File: src/rtl/shot_responder_if.sv
// rtl/shot_responder_if.sv - placement and shot handshake bundle between the game FSM and shot_responder
// Master is the turn-sequencing FSM, slave is the defending board.
interface shot_responder_if #(
    parameter int RC_W  = 3,
    parameter int CNT_W = 4
) ();
    logic             clear;
    logic             place_en;
    logic [RC_W-1:0]  place_row;
    logic [RC_W-1:0]  place_col;
    logic             place_err;
    logic             shot_req;
    logic [RC_W-1:0]  shot_row;
    logic [RC_W-1:0]  shot_col;
    logic             busy;
    logic             shot_ack;
    logic             shot_hit;
    logic             shot_repeat;
    logic             shot_invalid;
    logic [CNT_W-1:0] cells_left;
    logic             all_sunk;

    modport master (
        output clear, place_en, place_row, place_col,
        output shot_req, shot_row, shot_col,
        input  place_err, busy, shot_ack, shot_hit, shot_repeat, shot_invalid,
        input  cells_left, all_sunk
    );

    modport slave (
        input  clear, place_en, place_row, place_col,
        input  shot_req, shot_row, shot_col,
        output place_err, busy, shot_ack, shot_hit, shot_repeat, shot_invalid,
        output cells_left, all_sunk
    );
endinterface

File: src/rtl/shot_responder.sv
// rtl/shot_responder.sv - defending board: ship placement, shot classification, remaining-cell tracking
// Optional SHOT_MAP_EN adds shot_map_o / hit_map_o display ports.
module shot_responder #(
    parameter int ROWS      = 5,
    parameter int COLS      = 5,
    parameter int RC_W      = 3,
    parameter int MAX_CELLS = 10,
    parameter int CNT_W     = 4
) (
    input  logic                 clk,
    input  logic                 rst,
    shot_responder_if.slave      bus
`ifdef SHOT_MAP_EN
    ,
    output logic [ROWS*COLS-1:0] shot_map_o,
    output logic [ROWS*COLS-1:0] hit_map_o
`endif
);
    localparam int CELLS = ROWS * COLS;
    localparam int IDX_W = (CELLS > 1) ? $clog2(CELLS) : 1;

    typedef enum logic [1:0] {
        IDLE   = 2'd0,
        CHECK  = 2'd1,
        UPDATE = 2'd2
    } state_t;

    state_t           state_q;
    logic [CELLS-1:0] ship_map_q;
    logic [CELLS-1:0] shot_map_q;
    logic [RC_W-1:0]  tgt_row_q;
    logic [RC_W-1:0]  tgt_col_q;
    logic [CNT_W-1:0] cells_left_q;
    logic [CNT_W-1:0] placed_q;
    logic             locked_q;
    logic             busy_q;
    logic             place_err_q;
    logic             ack_q;
    logic             hit_q;
    logic             repeat_q;
    logic             invalid_q;

    function automatic logic in_range(input logic [RC_W-1:0] r, input logic [RC_W-1:0] c);
        return (32'(r) < 32'(ROWS)) && (32'(c) < 32'(COLS));
    endfunction

    function automatic logic [IDX_W-1:0] cell_idx(input logic [RC_W-1:0] r, input logic [RC_W-1:0] c);
        return IDX_W'(32'(r) * 32'(COLS) + 32'(c));
    endfunction

    logic             place_in_range;
    logic [IDX_W-1:0] place_idx;
    logic             place_ok;
    logic             tgt_in_range;
    logic [IDX_W-1:0] tgt_idx;

    // Map bits are only consulted behind the range check, so a wrapped index is never used.
    assign place_in_range = in_range(bus.place_row, bus.place_col);
    assign place_idx      = cell_idx(bus.place_row, bus.place_col);
    assign place_ok       = !locked_q && place_in_range && !ship_map_q[place_idx]
                            && (32'(placed_q) < 32'(MAX_CELLS));
    assign tgt_in_range   = in_range(tgt_row_q, tgt_col_q);
    assign tgt_idx        = cell_idx(tgt_row_q, tgt_col_q);

    always_ff @(posedge clk) begin
        if (rst) begin
            state_q      <= IDLE;
            ship_map_q   <= '0;
            shot_map_q   <= '0;
            tgt_row_q    <= '0;
            tgt_col_q    <= '0;
            cells_left_q <= '0;
            placed_q     <= '0;
            locked_q     <= 1'b0;
            busy_q       <= 1'b0;
            place_err_q  <= 1'b0;
            ack_q        <= 1'b0;
            hit_q        <= 1'b0;
            repeat_q     <= 1'b0;
            invalid_q    <= 1'b0;
        end else begin
            place_err_q <= 1'b0;
            case (state_q)
                IDLE: begin
                    if (bus.clear) begin
                        ship_map_q   <= '0;
                        shot_map_q   <= '0;
                        cells_left_q <= '0;
                        placed_q     <= '0;
                        locked_q     <= 1'b0;
                    end else if (bus.shot_req) begin
                        tgt_row_q <= bus.shot_row;
                        tgt_col_q <= bus.shot_col;
                        locked_q  <= 1'b1;
                        busy_q    <= 1'b1;
                        state_q   <= CHECK;
                    end else if (bus.place_en) begin
                        if (place_ok) begin
                            ship_map_q[place_idx] <= 1'b1;
                            placed_q              <= placed_q + CNT_W'(1);
                            cells_left_q          <= cells_left_q + CNT_W'(1);
                        end else begin
                            place_err_q <= 1'b1;
                        end
                    end
                end
                CHECK: begin
                    // Flags are registered here so they appear together with ack in UPDATE.
                    place_err_q <= bus.place_en;
                    ack_q       <= 1'b1;
                    invalid_q   <= !tgt_in_range;
                    repeat_q    <= tgt_in_range && shot_map_q[tgt_idx];
                    hit_q       <= tgt_in_range && !shot_map_q[tgt_idx] && ship_map_q[tgt_idx];
                    state_q     <= UPDATE;
                end
                UPDATE: begin
                    place_err_q <= bus.place_en;
                    if (!invalid_q && !repeat_q) begin
                        shot_map_q[tgt_idx] <= 1'b1;
                    end
                    if (hit_q && (cells_left_q != '0)) begin
                        cells_left_q <= cells_left_q - CNT_W'(1);
                    end
                    ack_q     <= 1'b0;
                    hit_q     <= 1'b0;
                    repeat_q  <= 1'b0;
                    invalid_q <= 1'b0;
                    busy_q    <= 1'b0;
                    state_q   <= IDLE;
                end
                default: begin
                    busy_q  <= 1'b0;
                    state_q <= IDLE;
                end
            endcase
        end
    end

    assign bus.place_err    = place_err_q;
    assign bus.busy         = busy_q;
    assign bus.shot_ack     = ack_q;
    assign bus.shot_hit     = hit_q;
    assign bus.shot_repeat  = repeat_q;
    assign bus.shot_invalid = invalid_q;
    assign bus.cells_left   = cells_left_q;
    assign bus.all_sunk     = (cells_left_q == '0) && (placed_q != '0);

`ifdef SHOT_MAP_EN
    assign shot_map_o = shot_map_q;
    assign hit_map_o  = shot_map_q & ship_map_q;
`endif
endmodule

File: src/flat_wrapper.sv
// flat-port wrapper written by rule: the top's interface ports become plain ports
module shot_responder_flat 
#(
    parameter int ROWS      = 5,
    parameter int COLS      = 5,
    parameter int RC_W      = 3,
    parameter int MAX_CELLS = 10,
    parameter int CNT_W     = 4
)
  (clk, rst, bus_clear, bus_place_en, bus_place_row, bus_place_col, bus_shot_req, bus_shot_row, bus_shot_col, bus_place_err, bus_busy, bus_shot_ack, bus_shot_hit, bus_shot_repeat, bus_shot_invalid, bus_cells_left, bus_all_sunk);
  shot_responder_if #(.RC_W(RC_W), .CNT_W(CNT_W)) bus_i ();
  input  logic clk;
  input  logic rst;
  input wire logic [$bits(bus_i.clear)-1:0] bus_clear;
  input wire logic [$bits(bus_i.place_en)-1:0] bus_place_en;
  input wire logic [$bits(bus_i.place_row)-1:0] bus_place_row;
  input wire logic [$bits(bus_i.place_col)-1:0] bus_place_col;
  input wire logic [$bits(bus_i.shot_req)-1:0] bus_shot_req;
  input wire logic [$bits(bus_i.shot_row)-1:0] bus_shot_row;
  input wire logic [$bits(bus_i.shot_col)-1:0] bus_shot_col;
  output wire logic [$bits(bus_i.place_err)-1:0] bus_place_err;
  output wire logic [$bits(bus_i.busy)-1:0] bus_busy;
  output wire logic [$bits(bus_i.shot_ack)-1:0] bus_shot_ack;
  output wire logic [$bits(bus_i.shot_hit)-1:0] bus_shot_hit;
  output wire logic [$bits(bus_i.shot_repeat)-1:0] bus_shot_repeat;
  output wire logic [$bits(bus_i.shot_invalid)-1:0] bus_shot_invalid;
  output wire logic [$bits(bus_i.cells_left)-1:0] bus_cells_left;
  output wire logic [$bits(bus_i.all_sunk)-1:0] bus_all_sunk;
  assign bus_i.clear = bus_clear;
  assign bus_i.place_en = bus_place_en;
  assign bus_i.place_row = bus_place_row;
  assign bus_i.place_col = bus_place_col;
  assign bus_i.shot_req = bus_shot_req;
  assign bus_i.shot_row = bus_shot_row;
  assign bus_i.shot_col = bus_shot_col;
  assign bus_place_err = bus_i.place_err;
  assign bus_busy = bus_i.busy;
  assign bus_shot_ack = bus_i.shot_ack;
  assign bus_shot_hit = bus_i.shot_hit;
  assign bus_shot_repeat = bus_i.shot_repeat;
  assign bus_shot_invalid = bus_i.shot_invalid;
  assign bus_cells_left = bus_i.cells_left;
  assign bus_all_sunk = bus_i.all_sunk;
  shot_responder #(.ROWS(ROWS), .COLS(COLS), .RC_W(RC_W), .MAX_CELLS(MAX_CELLS), .CNT_W(CNT_W)) u_core (.clk(clk), .rst(rst), .bus(bus_i));
endmodule
File: config.mk
export PLATFORM = sky130hd
export DESIGN_NAME = shot_responder_flat
export DESIGN_NICKNAME = d
export VERILOG_FILES = /design/src/rtl/shot_responder_if.sv /design/src/rtl/shot_responder.sv /design/src/flat_wrapper.sv
export SDC_FILE = /design/constraint.sdc
export NUM_CORES = 1
export LEC_CHECK = 0
export ABC_AREA = 0
export CORE_MARGIN = 4
export CORE_UTILIZATION = 54
export DETAILED_ROUTE_END_ITERATION = 10
export PLACE_DENSITY = 0.77
export SLEW_MARGIN = 20
export SYNTH_ARGS = -nofsm -noshare
export SYNTH_HDL_FRONTEND = slang
export SYNTH_SLANG_ARGS = --single-unit
File: constraint.sdc
create_clock -name clk -period 2.85 [get_ports clk]
set_input_delay 0.285 -clock clk [delete_from_list [all_inputs] [get_ports clk]]
set_output_delay 0.285 -clock clk [all_outputs]
set_load 0.1 [all_outputs]
==> flow_summary_export.csv, run 1 <==
group,metric,value,unit
critical_path,crit_arrival,3.11,ns
cells_and_area,n_antenna_cell,0,
die,start_util,0.565,
synth,synth.net_count,496,
critical_path,crit_required,3.10,ns
cts,clk_pin_slew_worst_paths,0.08,ns
synth,ys_seq_area_frac,0.351,
routing,drt_iter0_markers,384,
timing,finalHoldViolCount,0,
power_and_ir_drop,peakVddDrop,0.356,mV
cells_and_area,syn_to_final_growth,25.1,%
timing,rsz0062_at_grt,"true",
synth,async_flop_share,0,
placement,routabilityCongestion,0.876,
cts,clk_path_buf_depth,2,
die,ios,28,
routing,wl_met1,4710,µm
run_status,violations,"setup timing",
routing,vias_per_cell,6.26,
routing,top_layer,"met4",
synth,synth.distinct_cells,59,
cts,numCtsBuffers,9,
synth,synth_top_area_share,0.351,
placement,portBuffers,27,
timing,final-setup-viol-count,1,
cts,htree_levels,3,
cts,cts_root_buf,"clkbuf_8",
routing,first_pass_iters,5,
synth,yosys.area.top_type,"dfxtp_1",
synth,synth_area,4160,µm²
synth,synth_common_cells,"dfxtp_1, nor2_1, a21oi_1",
timing,slew_headroom,0.547,
timing,timing.fmax,350,MHz
synth,ys_ff_latch,73,
die,num_rows,31,
power_and_ir_drop,p_leak,2.03,nW
routing,wl_met3,893,µm
die,fp.dieW,95.8,µm
global_routing,grt_max_degree,26,
die,core_region_area,7370,µm²
synth,netlist_instances,453,
routing,routed_wl,11300,µm
synth,postSynthAreaPerCell,9.19,µm²
timing,finalCritPeriodShare,1.00,
job,cap_violations,0,
cells_and_area,nets,562,
timing,worstMarginPinSlew,0.679,ns
cts,clk_latency,0.35,ns
global_routing,grt_overflow,0,
cells_and_area,drive_gt1_frac,0.254,
cts,cts_sinks,73,
power_and_ir_drop,powerDensity,519,nW/µm²
critical_path,startpoint_type,"input port",
cts,cts_tree,"done",
critical_path,r2r_cells,10,
timing,holdWs,0.470,ns
routing,dr_wl_met2,5390,µm
timing,fin_skew,0.0133,ns
critical_path,end_kind,"register",
global_routing,grt_pass1_vias,3734,
die,die_h,95.8,µm
routing,routedWlPerCell,18.1,µm
critical_path,critPathMaxFanout,5,
worst_hold_path,whs_path_depth,2,
global_routing,grtUsageTotal,0.254,
placement,pre_cts_ws,-0.728,ns
timing,min_period,2.86,ns
cells_and_area,fillers,553,
routing,post-route-drc-count,0,
global_routing,grt_pass1_wl,18000,µm
routing,antenna_left,0,
synth,synth_warnings,0,
synth,synth_flop_cell,"dfxtp_1",
placement,dpl.hpwl,7910,µm
global_routing,antenna_found_initial,0,
timing,final.setup.worst_slack,-0.00863,ns
timing,drv_slew,0,
synth,ys_top_cells_by_area,"dfxtp_1, mux4_2, ha_1",
worst_hold_path,min_path_type,"register to register",
synth,yosysMostFrequentCell,"dfxtp_1",
die,dieArea,9180,µm²
synth,synth_edf_count,0,
critical_path,worst-setup-path-type,"input port to register",
routing,route.vias.total,3896,
run_status,status,"finished, violations left",
-- timing repair --
item	CTS	global route
hold buffers	0	0
gates cloned	0	1
resized for setup	33	21
setup buffers	2	1
pin swaps	11	13
setup endpoints to repair	34	33
-- where the power goes --
part | switching (mW) | internal [mW] | leakage (nW)
registers | 0.0256 | 1.04 | 0.590
clock network | 0.393 | 0.400 | 0.0925
logic | 0.495 | 0.344 | 1.34
total | 0.914 | 1.79 | 2.03
-- layout by cell type, fill, tap and decap left out, types with 3 or more instances in the layout --
| cell type | instances |
|---|---|
| dfxtp_1 | 73 |
| buf_4 | 57 |
| nor2_1 | 53 |
| a21oi_1 | 38 |
| nand2_1 | 33 |
| nand3_1 | 21 |
| ha_1 | 19 |
| inv_1 | 16 |
| mux4_2 | 16 |
| a32o_1 | 16 |
| mux2i_1 | 10 |
| clkdlybuf4s50_1 | 10 |
| nor3_1 | 9 |
| clkbuf_8 | 9 |
| nor2b_1 | 8 |
| a31oi_1 | 8 |
| buf_6 | 8 |
| and3_1 | 5 |
| nand2b_1 | 5 |
| o21ai_0 | 5 |
| nor4_1 | 5 |
| a22o_1 | 5 |
| and2_1 | 4 |
| o31ai_1 | 4 |
| nand4_1 | 4 |
| ha_4 | 4 |
| a21oi_2 | 3 |
| a32oi_1 | 3 |
| o21ai_1 | 3 |
| o311ai_2 | 3 |
| o2111ai_1 | 3 |
-- worst max-delay path, stage by stage --
cell and delay (ns):
buf_8 0.10, ha_4 0.23, ha_4 0.23, fa_2 0.65, buf_6 0.12, mux4_2 0.28
mux2_4 0.29, o211ai_4 0.12, o311ai_4 0.16, or4_1 0.56, o311ai_2 0.09
-- path summary, 6_finish.rpt --
| check | from | end | slack, ns |
|---|---|---|---|
| max | bus_place_row[0] | u_core.placed_q[1]$_SDFFE_PP0P_ | -0.009 |
| min | u_core.shot_map_q[15]$_SDFFE_PP0P_ | u_core.shot_map_q[15]$_SDFFE_PP0P_ | 0.47 |
| max reg2reg | u_core.tgt_row_q[0]$_SDFFE_PP0P_ | u_core.bus.shot_hit$_SDFFE_PP0N_ | 0.16 |
| min reg2reg | u_core.shot_map_q[15]$_SDFFE_PP0P_ | u_core.shot_map_q[15]$_SDFFE_PP0P_ | 0.47 |
-- cell type report --
type | instances | area (µm²) | area share
multi-input cells | 337 | 2710 | 0.520
flip-flops and latches | 73 | 1460 | 0.281
repair buffers | 80 | 662 | 0.127
clock buffers | 10 | 128 | 0.0245
well taps | 99 | 124 | 0.0238
inverters | 18 | 67.6 | 0.0130
clock inverters | 5 | 56.3 | 0.0108
-- layer usage --
layer	global-route usage	up-vias
li1	-	1828
met1	0.322	1857
met2	0.424	184
met3	0.0539	27
met4	0.0924	0
met5	0	-
-- kinds of logic (layout without fill, tap and decap cells) --
family,after synthesis,in the layout,share of synthesized area
DFF,73,73,0.351
adders and majority gates,26,26,0.0817
muxes,29,29,0.119
xor gates and xnor gates,7,7,0.0165
and+or+nand+nor,159,159,0.182
AOI/OAI and AO/OA,116,116,0.208
buffers and inverters,43,113,0.0424
-- stage by stage --
step           total power, mW  instances  setup TNS, ns  utilization  area [µm²]
3_3_place_gp              1.83        603         -19.36        0.655        4830
3_5_place_dp              1.84        603         -22.07        0.655        4830
2_1_floorplan             1.58        453        -0.0685            -        4210
4_1_cts                   2.66        620              0        0.693        5110
5_1_grt                   2.81        622         -0.738        0.707        5210
6_report                  2.70        622       -0.00863        0.707        5210
-- registers in the layout, indices dropped and copies added, names as in the netlist, 2 cells and up --
name and cells:
u_core.placed_q 4, u_core.state_q 2, u_core.shot_map_q 25, u_core.tgt_row_q 3
u_core.ship_map_q 25, u_core.tgt_col_q 3, u_core.bus.cells_left 4
(Power assumes the default switching activity.)
==> inputs of run 2 (changes only) <==
GPL_TIMING_DRIVEN = 0   (was unset)
==> run 2 against run 1 <==
Compared with the run above: the flow still finishes with violations (setup timing); wire length increased by 4.1%; total power up 3.5%; hold slack about the same; first-iteration DRC count decreased by 13%; combinational power decreased by 3.0%; final cell count decreased by 1.6%; critical path depth up 2; clock power is 15% higher; sequential power is essentially flat; non-clock buffer count shrank 11; largest cell class unchanged; largest power group unchanged.
==> flow_summary_export.csv, run 2 (same netlist as run 1, synthesis figures left out) <==
group,metric,value,unit
critical_path,end_kind,"register",
die,fp.dieW,95.8,µm
job,cap_violations,0,
routing,post-route-drc-count,0,
routing,vias_per_cell,6.34,
timing,final.setup.worst_slack,-0.0244,ns
timing,finalHoldViolCount,0,
routing,first_pass_iters,5,
timing,fin_skew,0.00996,ns
critical_path,path_cells,"buf_8, ha_4, ha_4, fa_2, buf_6, mux4_2, mux2_4, o211ai_4, o31ai_4, buf_12, nor2_4, buf_4, a32o_1",
power_and_ir_drop,p_switching,0.956,mW
critical_path,critPathMaxFanout,5,
placement,pre_cts_ws,-0.875,ns
timing,setup_tns,-0.0387,ns
die,die_h,95.8,µm
critical_path,crit_top_cell,"ha_4",
cts,numCtsBuffers,9,
cts,clk_latency,0.35,ns
die,num_rows,31,
die,core_region_area,7370,µm²
cells_and_area,nets,551,
critical_path,crit_required,3.14,ns
cts,cts_root_buf,"clkbuf_8",
global_routing,grt_overflow,0,
placement,dpl_cell_area,4600,µm²
power_and_ir_drop,switching_share,0.342,
cells_and_area,utilization,0.705,
timing,worstMarginPinSlew,0.980,ns
die,dieArea,9180,µm²
timing,holdWs,0.471,ns
routing,routed_wl,11700,µm
routing,drt_iter0_markers,334,
global_routing,antenna_found_initial,0,
die,ios,28,
cells_and_area,fillers,560,
cts,clk_path_buf_depth,2,
cts,cts_tree,"done",
timing,min_period,2.87,ns
power_and_ir_drop,pwr-share-clk,0.327,
die,start_util,0.565,
worst_hold_path,min_path_type,"register to register",
global_routing,grt_max_degree,14,
cells_and_area,syn_to_final_growth,24.8,%
power_and_ir_drop,powerDensity,538,nW/µm²
placement,portBuffers,27,
power_and_ir_drop,power.internal,1.84,mW
cells_and_area,design_area,5190,µm²
critical_path,worst-setup-path-type,"input port to register",
routing,route.vias.total,3879,
timing,slew_headroom,0.345,
timing,rsz0062_at_grt,"true",
routing,routedWlPerCell,19.2,µm
cts,cts_sinks,73,
cells_and_area,drive_gt1_frac,0.199,
global_routing,grt_pass1_vias,3871,
placement,routabilityCongestion,0.947,
routing,antenna_left,0,
cts,clk_pin_slew_worst_paths,0.08,ns
critical_path,startpoint_type,"input port",
power_and_ir_drop,peakVddDrop,0.348,mV
cts,hold_buffers,0,
power_and_ir_drop,seq_power_share,0.383,
placement,dpl.hpwl,7880,µm
run_status,status,"finished, violations left",
critical_path,cp_slowest_cell,"fa_2",
power_and_ir_drop,comb_power_share,0.291,
run_status,violations,"setup timing",
global_routing,grt_pass1_wl,18800,µm
cells_and_area,mostFrequentLayoutCells,"dfxtp_1, nor2_1, a21oi_1, nand2_1, nand3_1",
critical_path,crit_buf_inv,4,
cts,htree_levels,3,
critical_path,crit_arrival,3.16,ns
global_routing,grtUsageTotal,0.265,
timing,timing.fmax,348,MHz
critical_path,slowest_delay,0.64,ns
cells_and_area,n_antenna_cell,0,
cells_and_area,layout_commonest_cell,"dfxtp_1",
cells_and_area,largestRegisters,"u_core.ship_map_q x25, u_core.shot_map_q x25",
timing,final-setup-viol-count,4,
timing,drv_slew,0,
timing,finalCritPeriodShare,1.01,
power_and_ir_drop,p_leak,1.94,nW
critical_path,critPathTopFamily,"adder cells",
[run 2: cell count changes in the layout (fill, tap and decap cells not counted), sizes merged, moves of 2 or more]
| cell | before | now |
|---|---|---|
| clkbuf | 11 | 26 |
| clkdlybuf4s50 | 10 | 20 |
| clkinvlp | 1 | 3 |
| buf | 67 | 30 |
| clkinv | 3 | 1 |
[run 2: power by group through the flow]
stage          registers [mW]  logic (mW)  clock network, mW
2_1_floorplan            1.15       0.428                  0
3_3_place_gp             1.09       0.652                  0
3_5_place_dp             1.09       0.666                  0
4_1_cts                  1.07       0.734              0.917
5_1_grt                  1.07       0.867              0.961
6_report                 1.07       0.813              0.914
[run 2: cell type report]
type                    count  area, µm²  share of cell area
multi-input cells         337       2770               0.533
flip-flops and latches     73       1460               0.282
repair buffers             44        424              0.0816
plain buffers              25        130              0.0250
clock buffers              10        128              0.0246
well taps                  99        124              0.0238
clock inverters             6       91.3              0.0176
inverters                  18       67.6              0.0130
[run 2: routing by layer]
metal,up-vias,part of all wire,track usage
met1,1876,0.43,0.339
met5,-,0,0
met4,0,0.025,0.101
li1,1806,-,-
met3,23,0.067,0.0610
met2,174,0.48,0.436
[run 2: worst register-to-register path, stage by stage, from the launching register on]
cell and delay [ns]:
dfxtp_1 0.40, ha_1 0.26, ha_1 0.31, ha_1 0.30, a21o_1 0.16, a21oi_1 0.22, xnor2_2 0.21, mux2_2 0.39
a221oi_2 0.23, o31ai_1 0.11
[run 2: stage by stage]
| stage | std cells | total power, mW |
|---|---|---|
| after floorplan | 453 | 1.58 |
| after global placement | 579 | 1.74 |
| after detailed placement | 579 | 1.76 |
| after CTS | 607 | 2.72 |
| after global routing | 612 | 2.90 |
| final | 612 | 2.80 |
[run 2: final timing paths]
kind,from,to,slack [ns],cells after the start
max,bus_place_row[2],u_core.ship_map_q[21]$_SDFFE_PP0P_,-0.02,13
min,u_core.shot_map_q[15]$_SDFFE_PP0P_,u_core.shot_map_q[15]$_SDFFE_PP0P_,0.47,2
max reg2reg,u_core.tgt_row_q[2]$_SDFFE_PP0P_,u_core.bus.shot_hit$_SDFFE_PP0N_,0.16,9
min reg2reg,u_core.shot_map_q[15]$_SDFFE_PP0P_,u_core.shot_map_q[15]$_SDFFE_PP0P_,0.47,2
[run 2: what timing repair did]
action	4_1_cts	5_1_grt
setup endpoints to repair	54	55
buffers inserted	11	4
pin swaps	9	11
gates cloned	1	1
gates resized for setup	28	38
